File: src/rtl/panxi_pc_ctrl.sv
// PANXI RV32 pipeline control: merges redirect/stall requests into jmp_en/jmp_addr/hold_flag,
// sequences post-jump flush bubbles and defers redirects across bus stalls. Debug halt: PANXI_DBG_HALT_EN.
`ifndef PANXI_DW
`define PANXI_DW 32
`endif
`ifndef HOLD_WIDTH
`define HOLD_WIDTH 3
`endif
`ifndef HOLD_NONE
`define HOLD_NONE 3'b000
`endif
`ifndef HOLD_PC
`define HOLD_PC 3'b001
`endif
`ifndef HOLD_IF
`define HOLD_IF 3'b010
`endif
`ifndef HOLD_ID
`define HOLD_ID 3'b011
`endif

module panxi_pc_ctrl #(
  parameter int unsigned FLUSH_CYCLES = 1
) (
  input  logic                   clk,
  input  logic                   rst,
  input  logic                   rst_jtag_xi,
  input  logic                   ex_jmp_en_xi,
  input  logic [`PANXI_DW-1:0]   ex_jmp_addr_xi,
  input  logic                   ex_hold_xi,
  input  logic                   int_jmp_en_xi,
  input  logic [`PANXI_DW-1:0]   int_jmp_addr_xi,
  input  logic                   bus_hold_xi,
  input  logic                   dbg_halt_req_xi,
  output logic                   jmp_en_xo,
  output logic [`PANXI_DW-1:0]   jmp_addr_xo,
  output logic [`HOLD_WIDTH-1:0] hold_flag_xo,
  output logic                   dbg_halted_xo
);

  localparam logic [2:0] LP_FLUSH = 3'(FLUSH_CYCLES);

  typedef enum logic [1:0] {
    ST_RUN   = 2'd0,
    ST_FLUSH = 2'd1
`ifdef PANXI_DBG_HALT_EN
    ,ST_HALTED = 2'd2
`endif
  } state_t;

  state_t               r_state;
  state_t               w_state_nxt;
  logic [2:0]           r_cnt;
  logic [2:0]           w_cnt_nxt;
  logic                 r_pend_vld;
  logic                 r_pend_int;
  logic [`PANXI_DW-1:0] r_pend_addr;
  logic                 w_pend_vld_nxt;
  logic                 w_pend_int_nxt;
  logic [`PANXI_DW-1:0] w_pend_addr_nxt;
  logic                 w_rst;
  logic                 w_new_vld;
  logic                 w_req_vld;
  logic                 w_tgt_int;
  logic [`PANXI_DW-1:0] w_tgt_addr;
  logic                 w_jmp;

  assign w_rst     = rst | rst_jtag_xi;
  assign w_new_vld = int_jmp_en_xi | ex_jmp_en_xi;
  assign w_req_vld = w_new_vld | r_pend_vld;

  // A fresh interrupt beats anything pending; a pending target beats a fresh execute jump.
  always_comb begin
    w_tgt_addr = ex_jmp_addr_xi;
    w_tgt_int  = 1'b0;
    if (int_jmp_en_xi) begin
      w_tgt_addr = int_jmp_addr_xi;
      w_tgt_int  = 1'b1;
    end else if (r_pend_vld) begin
      w_tgt_addr = r_pend_addr;
      w_tgt_int  = r_pend_int;
    end
  end

  always_comb begin
    w_state_nxt     = r_state;
    w_cnt_nxt       = r_cnt;
    w_pend_vld_nxt  = r_pend_vld;
    w_pend_int_nxt  = r_pend_int;
    w_pend_addr_nxt = r_pend_addr;
    w_jmp           = 1'b0;
    case (r_state)
      ST_RUN, ST_FLUSH: begin
        if (r_state == ST_FLUSH) begin
          w_cnt_nxt = r_cnt - 3'd1;
          if (r_cnt <= 3'd1) begin
            w_state_nxt = ST_RUN;
          end
        end
        if (w_req_vld) begin
          if (!bus_hold_xi) begin
            w_jmp          = 1'b1;
            w_pend_vld_nxt = 1'b0;
            w_cnt_nxt      = LP_FLUSH;
            w_state_nxt    = ST_FLUSH;
          end else begin
            w_pend_vld_nxt  = 1'b1;
            w_pend_int_nxt  = w_tgt_int;
            w_pend_addr_nxt = w_tgt_addr;
          end
        end
`ifdef PANXI_DBG_HALT_EN
        else if ((r_state == ST_RUN) && dbg_halt_req_xi && !bus_hold_xi) begin
          w_state_nxt = ST_HALTED;
        end
`endif
      end
`ifdef PANXI_DBG_HALT_EN
      ST_HALTED: begin
        // Redirects seen while halted wait in the pending register until RUN resumes.
        if (w_new_vld) begin
          w_pend_vld_nxt  = 1'b1;
          w_pend_int_nxt  = w_tgt_int;
          w_pend_addr_nxt = w_tgt_addr;
        end
        if (!dbg_halt_req_xi) begin
          w_state_nxt = ST_RUN;
        end
      end
`endif
      default: w_state_nxt = ST_RUN;
    endcase
  end

  always_ff @(posedge clk) begin
    if (w_rst) begin
      r_state     <= ST_RUN;
      r_cnt       <= 3'd0;
      r_pend_vld  <= 1'b0;
      r_pend_int  <= 1'b0;
      r_pend_addr <= '0;
    end else begin
      r_state     <= w_state_nxt;
      r_cnt       <= w_cnt_nxt;
      r_pend_vld  <= w_pend_vld_nxt;
      r_pend_int  <= w_pend_int_nxt;
      r_pend_addr <= w_pend_addr_nxt;
    end
  end

  always_comb begin
    hold_flag_xo = `HOLD_NONE;
    if (w_rst) begin
      hold_flag_xo = `HOLD_NONE;
    end else if (bus_hold_xi) begin
      hold_flag_xo = `HOLD_PC;
    end else if (r_state != ST_RUN) begin
      hold_flag_xo = `HOLD_ID;
    end else if (ex_hold_xi) begin
      hold_flag_xo = `HOLD_ID;
    end
  end

  assign jmp_en_xo   = ~w_rst & w_jmp;
  assign jmp_addr_xo = jmp_en_xo ? w_tgt_addr : '0;

`ifdef PANXI_DBG_HALT_EN
  logic r_halted;

  // Rises one cycle into HALTED, falls together with the return to RUN.
  always_ff @(posedge clk) begin
    if (w_rst) begin
      r_halted <= 1'b0;
    end else begin
      r_halted <= (r_state == ST_HALTED) && (w_state_nxt == ST_HALTED);
    end
  end

  assign dbg_halted_xo = r_halted & ~w_rst;
`else
  logic w_unused_halt_req;
  assign w_unused_halt_req = dbg_halt_req_xi;
  assign dbg_halted_xo     = 1'b0;
`endif

endmodule

File: config.mk
export PLATFORM = sky130hd
export DESIGN_NAME = panxi_pc_ctrl
export DESIGN_NICKNAME = d
export VERILOG_FILES = /design/src/rtl/panxi_pc_ctrl.sv
export SDC_FILE = /design/constraint.sdc
export NUM_CORES = 1
export LEC_CHECK = 0
export ABC_AREA = 1
export CAP_MARGIN = 10
export CORE_UTILIZATION = 55
export CTS_BUF_LIST = sky130_fd_sc_hd__clkbuf_16
export CTS_CLUSTER_DIAMETER = 50
export DETAILED_ROUTE_END_ITERATION = 16
export DONT_BUFFER_PORTS = 1
export PLACE_DENSITY = 0.7
export REMOVE_ABC_BUFFERS = 1
export SYNTH_ARGS = -nofsm -noshare
export SYNTH_HDL_FRONTEND = slang
export SYNTH_SLANG_ARGS = --single-unit
export TNS_END_PERCENT = 50
File: constraint.sdc
create_clock -name clk -period 1.4 [get_ports clk]
set_input_delay 0.14 -clock clk [delete_from_list [all_inputs] [get_ports clk]]
set_output_delay 0.14 -clock clk [all_outputs]
set_load 0.05 [all_outputs]
==> metrics.txt, run 1 <==
CP startpoint kind=flip-flop; fraction of registers with async set or reset after synthesis=0%; category of cells accounting for the largest share of critical-path delay=buffers and inverters; global router's overall resource usage=24.39%; vias in the first global route=2482; RePlAce Congestion=0.7859; Pre-antenna DRT Iters=4; most repeated cell in the gate-level netlist after synthesis=nand2_1; hold violation count in the final report=0; average wire length per cell after detail routing=11.67 um; number of maximum-capacitance constraint violations=0; final setup violating endpoints=33; initial antenna violation count=0; Worst Hold Class=primary input to flip-flop; post-synthesis cell area=2669 um^2; setup slack at placement=0.001010 ns; top cells by area in the synthesized netlist=dfxtp_1 29%, nand2_1 24%, nor2_1 9.8%, nand3_1 6.8%, or2_1 6.6%; Die Span X=71.66 um; average vias per placed instance=5.118; number of levels the H-tree was split into=2; wire length after detailed routing=6417 um; buffers plus inverters on the worst setup path=2; Max clock buf depth=2; area of the die=5135 um^2; Skew-Pair Late Insertion Delay=0.27 ns; Critical Path RT=1.26 ns; CP Data Arrival Time=1.44 ns; post-route setup slack=-0.1849 ns; final design area excluding fillers=3400 um^2; Overall Power=2.723 mW; largest stage delay on the critical path=0.39 ns; most instantiated cells after synthesis=171 x nand2_1, 70 x nor2_1, 41 x inv_1; static leakage=1.691 nW; clock tree root buffer cell=clkbuf_16; count of antenna diodes in the layout=0; minimum hold slack=0.1244 ns; Synth cell types=21; share of final-layout standard cells stronger than drive strength 1=18.27%; max-slew violation count=0; critical path, cell by cell=nor2_4 -> nand2_4 -> nand4_4 -> clkbuf_16 -> nor2_2 -> buf_6; synthesis-stage register bit count=38; areal power density over the cells=800.9 nW/um^2; number of DRC markers in iteration 0=125; CTS Buf Count=5; period utilization=113.2%; count of nets after finishing=573; Die Y=71.66 um; failing checks=negative setup slack; # port buffers=0; clock tree from TritonCTS=built; standard-cell row count=24; clock tree sinks=38; Post-DP Area=3028 um^2; pin count of the biggest net entering global routing=40; global-route met3 utilization=4.923%; hold-fix buffers at CTS=0; number of enable flip-flop cells after synthesis=0; num ports=109; Final ANT Viol Nets=0; Starting Density=59.25%; status=complete, but fails checks; Worst IR Drop VDD=0.6032 mV; top flip-flop cell by instance count after synthesis=dfxtp_1; sum of negative setup slack=-4.916 ns; Layout Cells excl Fill=550; final critical path time including I/O delays and setup=1.585 ns; Core Util, Final=75.47%; Clock Skews=0.003651 ns; wire length of the first global-routing pass=10050 um; Critical Path Slowest Stage Cell=dfxtp_4; setup repair after global routing missed its margin=yes; global routing met2 resource utilization=44.86%; total half-perimeter wirelength after legalization and detailed placement=4359 um; detailed-route DRC error count=0; Core Region=4504 um^2; critical path peak fanout=8; detailed-route via count=2815; most used routing layer=met2; Fmax achieved=630.9 MHz; cell accounting for the most synthesized area=dfxtp_1; signed area change from the synthesized netlist to the final layout=27.38%; Avg Cell Area, Syn=5.739 um^2; count of placed standard cells including taps=542; GRT Residual Overflow=0; nature of the critical path endpoint=output port; clk slew on worst S/H paths=0.05 ns; area share of the largest cell type after synthesis=28.50%; count of fill cells added during filler insertion=383; Crit Path Category=flip-flop to output port; Seq/Total Area, Yosys=28.50%; number of warning messages in the yosys log=0; global-route track usage on met1=28.07%; number of instances in the synthesized netlist=465
## layer usage
layer / vias to the layer above / routed length [um]
met1: 1267 / 2811
li1: 1474 / -
met5: - / 0
met2: 70 / 3257
met3: 4 / 305
met4: 0 / 42
## sequential cells by signal (all words and copies together) (netlist names)
register	cells
r_cnt	3
r_state	2
r_pend_vld	1
r_pend_addr	32
## worst paths after layout
kind                            depth (start not counted)          startpoint         endpoint  slack [ns]
worst min register to register                          4     r_pend_addr[16]  r_pend_addr[16]        0.51
worst min-delay path                                    3  int_jmp_addr_xi[0]   r_pend_addr[0]        0.12
worst max-delay path                                    6          r_pend_vld  jmp_addr_xo[13]       -0.18
worst max register to register                          8          r_pend_vld  r_pend_addr[11]        0.09
## placed cells by master (no fill, tap or decap), drive strengths merged
master and instances:
nor3 2, clkbuf 6, clkinv 1, conb 3, nand2 173, a21oi 33, buf 54, dfxtp 38
o21ai 3, or2 32, nand3 36, nand4 1, nor2 71, ha 2, inv 43
## cell type report
type | instances | area [um^2] | area share [%]
clock buffer | 5 | 125.1 | 3.681
clock inverter | 1 | 3.754 | 0.1104
inverter | 43 | 163.9 | 4.821
multi-input combinational | 356 | 1638 | 48.18
sequential | 38 | 764.5 | 22.49
tap | 52 | 65.06 | 1.914
timing repair buffer | 55 | 639.4 | 18.81
## power breakdown
| part | internal (mW) | total [mW] | switching, mW | leakage, nW |
|---|---|---|---|---|
| clock | 0.632 | 1.01 | 0.381 | 0.0632 |
| sequential | 1.12 | 1.13 | 0.0188 | 0.310 |
| combinational | 0.214 | 0.575 | 0.361 | 1.32 |
| total | 1.96 | 2.72 | 0.761 | 1.69 |
## worst reg2reg max path: cells and delay by family (launching register included)
family / cells / cell delay (ns)
simple gates: 6 / 0.49
flops: 1 / 0.37
buf+inv: 2 / 0.33
## cell families (layout without fill, tap and decap cells)
| logic type | after synthesis | count (layout) | share of synthesized area, % |
|---|---|---|---|
| simple gates | 315 | 315 | 50.07 |
| buf+inv | 73 | 104 | 13.60 |
| flops | 38 | 38 | 28.50 |
| compound gates | 36 | 36 | 6.751 |
| fa+ha+maj | 2 | 2 | 0.9375 |
| other cells | 1 | 3 | 0.1405 |
## repair_timing
action / in CTS / in global routing
cloned: 1 / 0
buffers inserted: 0 / 1
resized for setup: 29 / 33
endpoints found under the setup margin: 34 / 34
pin swaps: 0 / 2
(Power assumes the default switching activity.)
==> run 2: changes to the inputs <==
--- a/config.mk
+++ b/config.mk
@@ -6,7 +6,8 @@
 export NUM_CORES = 1
 export LEC_CHECK = 0
 export ABC_AREA = 1
-export CAP_MARGIN = 10
+export CAP_MARGIN = 20
+export CORE_MARGIN = 3
 export CORE_UTILIZATION = 55
 export CTS_BUF_LIST = sky130_fd_sc_hd__clkbuf_16
 export CTS_CLUSTER_DIAMETER = 50
==> run 2 against run 1 <==
  * Largest cell class unchanged
  * Sequential share of layout area shrank 2.2 points
  * Via count rose by 5.2%
  * Non-clock buffer count up 4
  * Clock-buffer cell count unchanged
  * Flip-flop and latch count stayed put
  * Maximum frequency is 4.7% lower
  * Hold slack worse by 0.054 ns
  * Final cell count grew 0.91%
  * Die area grew 11%
  * The flow still finishes with violations (negative setup slack)
  * First-iteration DRC count rose by 78%
  * Combinational power is 16% higher
  * Worst setup slack lost 0.078 ns
  * Critical path type unchanged
  * Critical endpoint is now jmp_addr_xo[7]
==> metrics.txt, run 2 (same netlist as run 1, synthesis figures left out) <==
clock tree root buffer cell=clkbuf_16; count of fill cells added during filler insertion=285 (-26%); final setup violating endpoints=33 (unchanged); minimum hold slack=0.07042 ns (-0.05402 ns); Skew-Pair Late Insertion Delay=0.27 ns (about the same); Starting Density=59.25% (unchanged); final critical path time including I/O delays and setup=1.663 ns (+0.07782 ns); Clock Skews=0.004296 ns (+0.0006452 ns); nature of the critical path endpoint=output port; leading cell type in the layout, fill and taps excluded=nand2_1; met3 wire len=574 um (+88%); hold-fix buffers at CTS=0 (unchanged); Crit Path Category=flip-flop to output port; Pre-antenna DRT Iters=5 (+1); GRT Residual Overflow=0 (unchanged); total half-perimeter wirelength after legalization and detailed placement=4291 um (-1.6%); CP Data Arrival Time=1.52 ns (+0.08 ns); CTS Buf Count=5 (unchanged); area of the die=5724 um^2 (+11%); R2R Path Start=r_pend_vld; max FFs per register=32 (unchanged); number of DRC markers in iteration 0=222 (+78%); count of antenna diodes in the layout=0 (unchanged); wire length after detailed routing=7883 um (+23%); Die Y=75.66 um (+5.6%); largest register by flop count=r_pend_addr; clock tree from TritonCTS=built; WL met1=3104 um (+10%); number of levels the H-tree was split into=2 (unchanged); detailed-route DRC error count=0 (unchanged); share of final-layout standard cells stronger than drive strength 1=26.04% (+7.8 points); failing checks=negative setup slack; Critical Path RT=1.26 ns (about the same); number of cells on the worst hold path=3 (unchanged); vias in the first global route=2539 (+2.3%); CP startpoint kind=flip-flop; CP most frequent cell=buf_6; critical path peak fanout=4 (-4); global router's overall resource usage=26.50% (+2.1 points); number of maximum-capacitance constraint violations=0 (unchanged); average wire length per cell after detail routing=14.20 um (+22%); static leakage=1.793 nW (+6.0%); top flop regs=r_pend_addr (32), r_cnt (3), r_state (2); category of cells accounting for the largest share of critical-path delay=buffers and inverters; wire length of the first global-routing pass=11570 um (+15%); RePlAce Congestion=0.7926 (+0.85%); clock tree sinks=38 (unchanged); critical path, cell by cell=buf_6 -> nor2_4 -> nand2_4 -> nand4_4 -> buf_6 -> buf_16 -> nor2_4 -> buf_6; highest routed layer=met4; Worst Hold Class=primary input to flip-flop; average vias per placed instance=5.337 (+4.3%); number of cells traversed by the worst register-to-register path=9 (+1); count of nets after finishing=577 (+0.70%); # port buffers=0 (unchanged); setup repair after global routing missed its margin=yes; Critical Path Slowest Stage Cell=dfxtp_2; pin count of the biggest net entering global routing=38 (-5.0%); detailed-route via count=2962 (+5.2%); Die Span X=75.66 um (+5.6%); clk slew on worst S/H paths=0.05 ns (about the same); sum of negative setup slack=-7.188 ns (-2.272 ns); worst reg-to-reg setup slack=0.03 ns (-0.06 ns); post-route setup slack=-0.2628 ns (-0.07782 ns); period utilization=118.8% (+5.6 points); standard-cell row count=24 (unchanged); Fmax achieved=601.4 MHz (-4.7%); status=complete, but fails checks; hold-critical path endpoint=r_pend_vld; initial antenna violation count=0 (unchanged); Core Region=4504 um^2 (unchanged); Final ANT Viol Nets=0 (unchanged); capturing point of the worst reg2reg path=r_pend_addr[7]; Worst IR Drop VDD=0.6269 mV (+3.9%); areal power density over the cells=754.3 nW/um^2 (-5.8%); Max clock buf depth=2 (unchanged); WL met2=4045 um (+24%); launch instance of the worst min-delay path=rst; signed area change from the synthesized netlist to the final layout=40.93%; count of placed standard cells including taps=537 (-0.92%); hold violation count in the final report=0 (unchanged); buffers plus inverters on the worst setup path=4 (+2); num ports=109 (unchanged); Layout Cells excl Fill=555 (+0.91%); max-slew violation count=0 (unchanged); largest stage delay on the critical path=0.33 ns (-0.06 ns); most used cells in the layout excluding fill and tap cells=158 x nand2_1, 41 x nor2_1, 40 x inv_1
run 2: metal layers:
| metal | track usage, % | up-vias |
|---|---|---|
| li1 | - | 1489 |
| met1 | 31.77 | 1316 |
| met2 | 46.98 | 134 |
| met3 | 5.937 | 23 |
| met4 | 8.155 | 0 |
| met5 | 0 | - |
run 2: per-stage QoR:
step | cell area (um^2) | setup WS (ns) | power, mW | utilization (%)
2_1_floorplan | 2475 | -1.702 | 1.534 | -
3_3_place_gp | 3003 | 0.05793 | 1.671 | 66.67
3_5_place_dp | 3003 | 0.005540 | 1.680 | 66.67
4_1_cts | 3520 | -0.2643 | 2.782 | 78.14
5_1_grt | 3761 | -0.3368 | 2.974 | 83.50
6_report | 3761 | -0.2628 | 2.837 | 83.50
run 2: cell type report:
cell class	count	area, um^2	area share [%]
flip-flops and latches	38	762.0	20.26
repair buffers	59	809.5	21.52
well taps	52	65.06	1.730
inverters	43	173.9	4.624
multi-input cells	356	1818	48.34
clock buffers	5	125.1	3.327
clock inverters	2	7.507	0.1996
run 2: power breakdown:
part           internal (mW)  switching (mW)
logic                  0.250           0.417
registers               1.12          0.0199
clock network          0.636           0.398
total                   2.00           0.834
run 2: timing repair:
item,CTS,global route
setup buffers,5,1
endpoints found under the setup margin,34,66
cloned,5,1
resized for setup,63,65
pin swaps,0,4
run 2: how the worst max path moves through the flow:
stage                      from              end  slack (ns)  cells past startpoint
floorplan           rst_jtag_xi   jmp_addr_xo[0]       -1.70                      3
global placement     r_pend_vld  jmp_addr_xo[13]        0.06                      7
detailed placement   r_pend_vld   jmp_addr_xo[4]       0.006                      7
CTS                  r_pend_vld  jmp_addr_xo[27]       -0.26                      7
global route         r_pend_vld  jmp_addr_xo[19]       -0.34                      8
finish               r_pend_vld   jmp_addr_xo[7]       -0.26                      8
run 2: worst min-delay path, stage by stage:
cell     delay, ns
nor2_2        0.04
inv_1         0.08
a21oi_1       0.04
==> run 3: changes to the inputs <==
--- a/config.mk
+++ b/config.mk
@@ -14,7 +14,7 @@
 export DETAILED_ROUTE_END_ITERATION = 16
 export DONT_BUFFER_PORTS = 1
 export PLACE_DENSITY = 0.7
-export REMOVE_ABC_BUFFERS = 1
+export SKIP_LAST_GASP = 1
 export SYNTH_ARGS = -nofsm -noshare
 export SYNTH_HDL_FRONTEND = slang
 export SYNTH_SLANG_ARGS = --single-unit
==> run 3 against run 2 <==
  * Hold slack better by 0.055 ns
  * Wire length is 16% lower
  * Critical path depth is 2 lower
  * Clock-buffer cell count stayed put
  * Final cell count is 0.54% lower
  * Final area is 11% lower
  * Largest power group unchanged
  * Critical endpoint is now jmp_addr_xo[9]
  * Register-to-register slack better by 0.13 ns
  * Sequential share of layout area is 2.6 points higher
  * The run still ends with negative setup slack left
  * Highest routed layer unchanged
  * Non-clock buffer count is 3 lower
  * Maximum frequency is 5.1% higher
  * Die area stayed put
==> metrics.txt, run 3 (same netlist as run 1, synthesis figures left out) <==
num ports=109 (unchanged); most used cells in the layout excluding fill and tap cells=170 x nand2_1, 61 x nor2_1, 42 x inv_1; internal power consumption=1.961 mW (-2.1%); number of levels the H-tree was split into=2 (unchanged); CP Data Arrival Time=1.44 ns (-0.08 ns); failing checks=negative setup slack; wire length of the first global-routing pass=10380 um (-10%); Worst Hold Class=primary input to flip-flop; period utilization=113.0% (-5.7 points); Overall Power=2.727 mW (-3.9%); critical path peak fanout=18 (+14); GRT Residual Overflow=0 (unchanged); average wire length per cell after detail routing=11.98 um (-16%); hold violation count in the final report=0 (unchanged); buffers plus inverters on the worst setup path=2 (-2); hold-critical path endpoint=r_pend_addr[19]; Fmax achieved=631.8 MHz (+5.1%); average vias per placed instance=5.065 (-5.1%); nature of the critical path endpoint=output port; Die Y=75.66 um (unchanged); pin count of the biggest net entering global routing=35 (-7.9%); Pre-antenna DRT Iters=4 (-1); Crit Path Category=flip-flop to output port; R2R Path Start=r_state[1]; Final ANT Viol Nets=0 (unchanged); RePlAce Congestion=0.8258 (+4.2%); number of cells traversed by the worst register-to-register path=6 (-3); sequential share of power=41.6% (+1.5 points); Max clock buf depth=2 (unchanged); hold-fix buffers at CTS=0 (unchanged); CP startpoint kind=flip-flop; Core Region=4504 um^2 (unchanged); clk slew on worst S/H paths=0.05 ns (about the same); clock tree from TritonCTS=built; Worst IR Drop VDD=0.5642 mV (-10%); area of the die=5724 um^2 (unchanged); clock network power share=37.6% (+1.2 points); number of DRC markers in iteration 0=159 (-28%); largest register by flop count=r_pend_addr; global router's overall resource usage=23.01% (-3.5 points); final critical path time including I/O delays and setup=1.583 ns (-0.08007 ns); largest stage delay on the critical path=0.39 ns (+0.06 ns); Clock Skews=0.003731 ns (-0.0005655 ns); clock tree sinks=38 (unchanged); total half-perimeter wirelength after legalization and detailed placement=4664 um (+8.7%); number of cells on the worst hold path=3 (unchanged); max FFs per register=32 (unchanged); detailed-route via count=2796 (-5.6%); capturing point of the worst reg2reg path=r_pend_addr[17]; launch instance of the worst min-delay path=int_jmp_addr_xi[19]; worst reg-to-reg setup slack=0.16 ns (+0.13 ns); NetSw=765.5 uW (-8.3%); count of antenna diodes in the layout=0 (unchanged); count of nets after finishing=574 (-0.52%); # port buffers=0 (unchanged); signed area change from the synthesized netlist to the final layout=25.22%; Critical Path RT=1.26 ns (about the same); leading cell type in the layout, fill and taps excluded=nand2_1; Starting Density=59.25% (unchanged); total number of cells along the worst setup path=6 (-2); share of final-layout standard cells stronger than drive strength 1=16.80% (-9.2 points); top flop regs=r_pend_addr (32), r_cnt (3), r_state (2); wire length after detailed routing=6613 um (-16%); clock tree root buffer cell=clkbuf_16; final setup violating endpoints=34 (+3.0%); critical path, cell by cell=nor2_4 -> nand2_4 -> nand4_4 -> buf_12 -> nor2_1 -> buf_6; Critical Path Slowest Stage Cell=dfxtp_4; sum of negative setup slack=-5.056 ns (+2.132 ns); status=complete, but fails checks; Skew-Pair Late Insertion Delay=0.27 ns (about the same); standard-cell row count=24 (unchanged); number of maximum-capacitance constraint violations=0 (unchanged); static leakage=1.699 nW (-5.3%); setup repair after global routing missed its margin=yes; startpoint of the most critical setup path=r_pend_vld; vias in the first global route=2427 (-4.4%); switching share of total power=28.07% (-1.3 points); post-route setup slack=-0.1827 ns (+0.08007 ns); max-slew violation count=0 (unchanged); Die Span X=75.66 um (unchanged); detailed-route DRC error count=0 (unchanged); CTS Buf Count=5 (unchanged); category of cells accounting for the largest share of critical-path delay=flip-flops; initial antenna violation count=0 (unchanged); areal power density over the cells=816.0 nW/um^2 (+8.2%); Logic pwr share=20.7% (-2.8 points)
[run 3: changes by cell type in the layout (fill, tap and decap cells not counted), moves of 6 or more]
| cell | before | now |
|---|---|---|
| buf_4 | 10 | 26 |
| nand2_2 | 13 | 2 |
| nor2_2 | 12 | 6 |
| nand3_1 | 26 | 36 |
| nand3_2 | 10 | 0 |
| nand2_1 | 158 | 170 |
| buf_6 | 29 | 19 |
| nor2_4 | 18 | 4 |
| nor2_1 | 41 | 61 |
[run 3: per-stage QoR]
stage / instance area [um^2] / utilization [%] / std cells / hold slack [ns] / setup WS (ns)
floorplan: 2696 / - / 467 / 0.3819 / -0.2663
global placement: 3048 / 67.67 / 542 / 0.3989 / -0.001119
detailed placement: 3048 / 67.67 / 542 / 0.4024 / -0.001557
CTS: 3229 / 71.69 / 549 / 0.1204 / -0.1906
global route: 3342 / 74.19 / 552 / 0.1391 / -0.2581
finish: 3342 / 74.19 / 552 / 0.1254 / -0.1827
[run 3: worst max path at each step]
stage | end | slack, ns
6_report | jmp_addr_xo[9] | -0.18
5_1_grt | jmp_addr_xo[13] | -0.26
4_1_cts | jmp_addr_xo[0] | -0.19
3_5_place_dp | jmp_addr_xo[0] | -0.002
3_3_place_gp | jmp_addr_xo[18] | -0.001
2_1_floorplan | jmp_addr_xo[11] | -0.27
[run 3: layout make-up]
type / instances / area (um^2)
fillers: 383 / 1162
flip-flops and latches: 38 / 764.5
inverters: 43 / 163.9
well taps: 52 / 65.06
clock buffers: 5 / 125.1
multi-input cells: 356 / 1607
clock inverters: 2 / 7.507
repair buffers: 56 / 609.3
[run 3: routing by layer]
| metal | global-route usage (%) | vias to the layer above | wire [um] |
|---|---|---|---|
| met5 | 0 | - | 0 |
| met4 | 6.408 | 0 | 76 |
| met3 | 3.562 | 6 | 474 |
| met2 | 40.84 | 103 | 3271 |
| met1 | 28.83 | 1215 | 2791 |
| li1 | - | 1472 | - |
[run 3: timing repair]
| action | in CTS | in global routing |
|---|---|---|
| pin swaps | 0 | 0 |
| gates resized for setup | 15 | 21 |
| setup endpoints to repair | 34 | 34 |
| gates cloned | 0 | 2 |
| buffers inserted | 0 | 1 |
| hold endpoints to repair | 0 | 0 |
[run 3: power groups by stage]
| stage | clock network (mW) | registers [mW] | logic, mW |
|---|---|---|---|
| 3_5_place_dp | 0 | 1.16 | 0.534 |
| 6_report | 1.03 | 1.14 | 0.565 |
| 4_1_cts | 1.05 | 1.13 | 0.545 |
| 3_3_place_gp | 0 | 1.16 | 0.523 |
| 5_1_grt | 1.10 | 1.14 | 0.631 |
| 2_1_floorplan | 0 | 1.15 | 0.432 |
[run 3: worst register-to-register path, delay by kind of cell (launching register included)]
family / cells / cell delay, ns
AO/OA/AOI/OAI: 1 / 0.17
buffers and inverters: 2 / 0.33
AND/OR/NAND/NOR: 3 / 0.30
flip-flops: 1 / 0.32
